===== src/rtl/mem_bus_arbiter.sv =====
// Round-robin arbiter sharing one Avalon-MM master between the instruction-fetch
// and load/store requesters of mips_cpu_bus; one transaction in flight at a time.
module mem_bus_arbiter (
    input  logic        clk,
    input  logic        reset,

    input  logic        i_req,
    input  logic [31:0] i_address,
    output logic        i_done,
    output logic [31:0] i_rdata,

    input  logic        d_req,
    input  logic        d_write,
    input  logic [31:0] d_address,
    input  logic [31:0] d_writedata,
    input  logic [3:0]  d_byteenable,
    output logic        d_done,
    output logic [31:0] d_rdata,

    output logic [31:0] address,
    output logic        read,
    output logic        write,
    output logic [31:0] writedata,
    output logic [3:0]  byteenable,
    input  logic        waitrequest,
    input  logic [31:0] readdata,

    output logic [1:0]  dbg_state
);

    // Handshake: a requester holds *_req high until its one-cycle *_done pulse and
    // drops it by the following edge; commands are sampled only at the grant edge.
    // On the bus, strobes/address/data stay stable while waitrequest=1, and read
    // data is taken in the cycle after the read is accepted.

    typedef enum logic [1:0] {
        IDLE  = 2'd0,
        ISSUE = 2'd1,
        RDATA = 2'd2
    } state_t;

    localparam logic OWNER_I = 1'b0;
    localparam logic OWNER_D = 1'b1;

    state_t      state;
    logic        owner;
    logic        last_owner;
    logic [31:0] cmd_addr;
    logic        cmd_wr;
    logic [31:0] cmd_wdata;
    logic [3:0]  cmd_be;

    logic        grant_d;
    logic        accept;
    logic        done_any;

    // On a tie the port that did not finish last wins.
    always_comb begin
        grant_d = 1'b0;
        if (i_req && d_req) begin
            grant_d = (last_owner == OWNER_I);
        end else begin
            grant_d = d_req;
        end
    end

    assign accept   = (state == ISSUE) && !waitrequest;
    assign done_any = !reset && ((accept && cmd_wr) || (state == RDATA));

    always_ff @(posedge clk) begin
        if (reset) begin
            state      <= IDLE;
            owner      <= OWNER_I;
            last_owner <= OWNER_D;
            cmd_addr   <= 32'h0;
            cmd_wr     <= 1'b0;
            cmd_wdata  <= 32'h0;
            cmd_be     <= 4'h0;
        end else begin
            case (state)
                IDLE: begin
                    if (i_req || d_req) begin
                        owner <= grant_d;
                        state <= ISSUE;
                        if (grant_d) begin
                            cmd_addr  <= d_address;
                            cmd_wr    <= d_write;
                            cmd_wdata <= d_writedata;
                            cmd_be    <= d_byteenable;
                        end else begin
                            cmd_addr  <= i_address;
                            cmd_wr    <= 1'b0;
                            cmd_wdata <= 32'h0;
                            cmd_be    <= 4'b1111;
                        end
                    end
                end
                ISSUE: begin
                    if (!waitrequest) begin
                        if (cmd_wr) begin
                            state      <= IDLE;
                            last_owner <= owner;
                        end else begin
                            state <= RDATA;
                        end
                    end
                end
                RDATA: begin
                    state      <= IDLE;
                    last_owner <= owner;
                end
                default: state <= IDLE;
            endcase
        end
    end

    // Bus side is decoded from registered state only, never from *_req.
    assign address    = (state == ISSUE) ? (cmd_addr & 32'hFFFF_FFFC) : 32'h0;
    assign read       = (state == ISSUE) && !cmd_wr;
    assign write      = (state == ISSUE) && cmd_wr;
    assign writedata  = (state == ISSUE) ? cmd_wdata : 32'h0;
    assign byteenable = (state == ISSUE) ? cmd_be : 4'h0;

    assign i_done  = done_any && (owner == OWNER_I);
    assign d_done  = done_any && (owner == OWNER_D);
    assign i_rdata = ((state == RDATA) && (owner == OWNER_I)) ? readdata : 32'h0;
    assign d_rdata = ((state == RDATA) && (owner == OWNER_D)) ? readdata : 32'h0;

    assign dbg_state = state;

    a_done_onehot: assert property (@(posedge clk) disable iff (reset) !(i_done && d_done));
    a_strobe_excl: assert property (@(posedge clk) disable iff (reset) !(read && write));

endmodule


===== config.mk =====
export PLATFORM = sky130hd
export DESIGN_NAME = mem_bus_arbiter
export DESIGN_NICKNAME = d
export VERILOG_FILES = /design/src/rtl/mem_bus_arbiter.sv
export SDC_FILE = /design/constraint.sdc
export NUM_CORES = 1
export LEC_CHECK = 0
export ABC_AREA = 1
export BUFFER_PORTS_ARGS = -buffer_cell sky130_fd_sc_hd__buf_2
export CAP_MARGIN = 5
export CORE_AREA = 4 4 104 106
export CTS_BUF_LIST = sky130_fd_sc_hd__clkbuf_8
export CTS_CLUSTER_DIAMETER = 50
export DETAILED_ROUTE_END_ITERATION = 10
export DIE_AREA = 0 0 108 110
export PLACE_DENSITY = 0.77
export SETUP_SLACK_MARGIN = 0.05
export SLEW_MARGIN = 20
export SYNTH_ARGS = -nofsm -noshare
export SYNTH_HDL_FRONTEND = slang
export SYNTH_SLANG_ARGS = --single-unit

===== constraint.sdc =====
create_clock -name clk -period 2.25 [get_ports clk]
set_input_delay 0.5625 -clock clk [delete_from_list [all_inputs] [get_ports clk]]
set_output_delay 0.5625 -clock clk [all_outputs]
set_load 0.05 [all_outputs]

# Word-level counts from Yosys, hierarchy flattened
# Cells that the tools add are included.
# word_totals
ff_bits	73
word_cells	51
# op_classes
reduce_logical	20
n_mux	17
bitwise_logic	2
n_eq_ne	5
# ops
op	count
32-bit 2-to-1 mux	6
1-bit logical AND	10
4-bit 2-to-1 mux	2
2-bit 2-to-1 mux	3
2-bit != test (second input constant)	3
1-bit 2-to-1 mux	4
2-bit one-hot mux with 2 select lines	1
2-bit AND reduction	2
1-bit logical NOT	3
3-bit AND reduction	1
2-bit by 1-bit equality test with 1-bit output (second input constant)	1
2-bit equality test (second input constant)	1
2-bit logical NOT	1
1-bit logical OR	2
1-bit NOT	2
1-bit one-hot mux with 2 select lines	1
2-bit nonzero test	1

# Logic depth before layout (Yosys ltp)
# logic_depth
word_depth	6
mapped_depth	7

# Worst setup path before layout
# OpenSTA, ideal clock, no wires.
# synth_path
path_kind	register to output
from	register state[0] (netlist: dbg_state[0])
to	output byteenable[0]
t_arrival_ns	1.963
stages_incl_launch_ff	5
path_slack_ns	-0.275
path_cell_list	dfxtp_1 nand2_1 buf_4 buf_4 nor2_1
# synth_via
elab_chain_cells	2
# synth_lines
item	line_no	text
from (decl)	45	state_t state;
from (signal assigned)	72	state <= IDLE;
from (signal assigned)	84	state <= ISSUE;
from (signal assigned)	101	state <= IDLE;
2-bit by 1-bit equality test with 1-bit output	122	assign byteenable = (state == ISSUE) ? cmd_be : 4'h0;
4-bit 2-to-1 mux	122	
to (decl)	24	output logic [3:0] byteenable,
# No other way between the ends.

# Worst setup path after layout
# layout_path
from	register state[1] (netlist: dbg_state[1])
to	output d_done
# layout_via
elab_chain_cells	6
elab_cells_between_ends	7
# layout_lines
item	line_no	text
2-bit by 1-bit equality test with 1-bit output	67	assign accept = (state == ISSUE) && !waitrequest;
1-bit logical AND	67	
1-bit logical AND	68	assign done_any = !reset && ((accept && cmd_wr) || (state == RDATA));
1-bit logical OR *	68	
1-bit logical AND *	68	
1-bit logical AND *	125	assign d_done = done_any && (owner == OWNER_D);
to (decl)	17	output logic d_done,
# Mark *: on every way between the ends. The rest lies on a longest branch, timed or not.

==> summary.txt <==
Outcome
  • Outcome: finished clean

Floorplanning
  • Die width: 108 µm
  • Initial Util: 41.67%
  • Row Count: 36
  • Die area: 11880 µm²
  • I/O pin total: 276
  • Core ar.: 9774 µm²
  • Die height: 110 µm

Timing
  • Period utilization: 93.14%
  • Normalized max-slew margin: 62.42%
  • RSZ-0062 raised after global routing: false
  • Final Critical Period: 2096 ps
  • Final hold viol count: 0
  • Final Slew Violations: 0
  • Max Freq: 477.2 MHz
  • Clk_skew: 7.526 ps
  • Actual slew at the worst max-slew pin: 563.7 ps
  • Final setup vio count: 0

Route
  • Vias per Instance: 4.377
  • Via count: 4819
  • Final wirelength: 13330 µm
  • DR WL/cell: 12.11 µm
  • Drt drc: 0
  • 1st-iter DRT viols: 342
  • Routed Antenna Nets: 0
  • 1st-pass router iterations: 4

Power
  • Pwr Total: 3612 µW
  • Max IR drop VDD: 0.4227 mV
  • Static Leakage: 0.003397 µW
  • Pwr/cell area: 600.8 nW/µm²

Worst setup path
  • Worst setup SP type: register
  • CP Max Fanout: 6
  • Data required, critical path: 1690 ps
  • CP Data Arrival Time: 1530 ps
  • Crit Path Class: reg2out
  • CP Capture Type: output pin

CTS
  • CTS sink cnt: 71
  • CTS clk-pin slew, worst paths: 80 ps
  • H-tree depth: 3
  • Cts bufs inserted: 9
  • CTS tree: built
  • CTS Root Cell: clkbuf_8
  • Maximum clock path buffer count: 2
  • Clk Latency, worst-skew pair: 330 ps

Cells and area
  • Layout cells sized above 1: 39.81%
  • Syn-to-layout area delta: 47.62%
  • Most common cell after layout, fill and taps aside: buf_2
  • Commonest non-fill, non-tap cells in the layout: buf_2, nor2_1, inv_1
  • Fin util: 61.51%
  • # nets final: 1100

Synthesis
  • Netlist cell types: 21
  • Mapped Area: 4073 µm²
  • Synth Area in XOR/XNOR: 0%
  • Yosys warning count: 0
  • Multiplexer share of the synthesized area: 0%
  • FF+latch count, synth: 71
  • Main combinational cell family by area after synthesis: simple AND/OR/NAND/NOR gates
  • Post-synthesis simple-gate area fraction: 37.02%
  • Adder-cell share of the synthesized area: 0%
  • Mean post-synth cell area: 5.826 µm²
  • Area fraction in compound gates after synthesis: 8.879%
  • Synth Instances: 699
  • Seq/Total Area, Yosys: 34.90%

Placement
  • Port Buffers: 269
  • Detailed placer's ending HPWL: 10130 µm
  • Placer congestion estimate: 0.7892

Global route
  • Met1 Use GR: 24.41%
  • GRT busiest layer: met2
  • Total grt overflow: 0
  • Vias in the first global route: 4024
  • Pin count of the biggest net entering global routing: 61
  • Number of antenna violations at the first check in global routing: 1
  • GRT Util Overall: 20.27%
  • First-pass GRT wire length: 19330 µm
  • M2 GR Usage: 34.90%
  • M3 GR Usage: 6.407%

Flow run
  • Max cap viols: 0

Worst hold path
  • Hold Path Class: in2reg
## metal layers
metal	routed length, µm	share of wire [%]	vias to the layer above
met1	5368	40	2072
met5	18	0.13	-
met4	208	1.6	2
met2	6518	49	158
met3	1220	9.1	17
li1	-	-	2570
## cell usage after synthesis
cell,count,area (µm²)
dfxtp_1,71,1421
conb_1,1,3.750
nand2_1,99,371.6
nand4_1,3,18.77
nand3_1,39,195.2
o21ai_0,23,115.1
clkbuf_1,6,22.52
buf_6,6,67.56
buf_2,22,110.1
buf_4,9,67.56
a21oi_1,35,175.2
nor2_2,1,6.260
nand2_2,2,12.51
nor2_8,1,20.02
inv_1,133,499.2
o21ai_4,1,16.27
inv_2,3,11.26
nor2_1,231,867.1
nor3_1,1,5.000
nor2_4,1,11.26
o21ai_1,11,55.05
## worst max-delay path, cell delays in order, from the launching register on
cell,delay [ps]
dfxtp_2,420
inv_4,80
nand3_1,150
nand4_1,190
nor2_2,200
buf_12,160
## kinds of logic (layout without fill, tap and decap cells)
logic type / Yosys count / in the layout
flops: 71 / 71
buf+inv: 179 / 446
compound gates: 70 / 70
simple gates: 378 / 378
other cells: 1 / 3
## layout make-up
class                           count  area, µm²
Antenna cell                        1      2.502
Fill cell                         974       3762
Clock inverter                      6      92.59
Timing Repair Buffer              294       1623
Clock buffer                       10      137.6
Sequential cell                    71       1426
Inverter                          136      513.0
Tap cell                          133      166.4
Multi-Input combinational cell    450       2051
## registers in the layout (all words and copies together), names as in the netlist
signal and cells:
cmd_wdata 32, cmd_addr 30, cmd_be 4, dbg_state 2, cmd_wr 1, last_owner 1
owner 1
## report_power, final
group | leakage [µW] | total, µW | internal, µW | switching (µW)
registers | 0.000585 | 1410 | 1360 | 53.4
clock network | 0.000109 | 1170 | 661 | 513
logic | 0.00270 | 1030 | 335 | 691
total | 0.00340 | 3610 | 2350 | 1260
## worst paths after layout
check                start  cells past startpoint  slack (ps)            end
max           dbg_state[1]                      5         150         d_done
min            waitrequest                      2         410   dbg_state[1]
max reg2reg   dbg_state[0]                      5         750      cmd_be[3]
min reg2reg  cmd_wdata[28]                      2         460  cmd_wdata[28]
## metrics by stage
stage | hold WS (ps) | cell area (µm²) | instances | TNS, ps | setup WS, ps
finish | 412.6 | 6012 | 1101 | 0 | 154.2
floorplan | 443.6 | 4233 | 700 | -8654 | -144.2
global route | 394.5 | 6010 | 1100 | 0 | 48.90
detailed placement | 455.5 | 5675 | 1075 | 0 | 303.5
global placement | 452.4 | 5675 | 1075 | 0 | 308.6
CTS | 389.5 | 5922 | 1091 | 0 | 57.36
## timing repair
| action | CTS | global route |
|---|---|---|
| endpoints found under the hold margin | 0 | 0 |
| hold buffers | 0 | 0 |
| resized for setup | 4 | 8 |
| pin swaps | 0 | 2 |
| setup endpoints to repair | 57 | 62 |
| buffers inserted | 0 | 9 |
(Power assumes the default switching activity.)
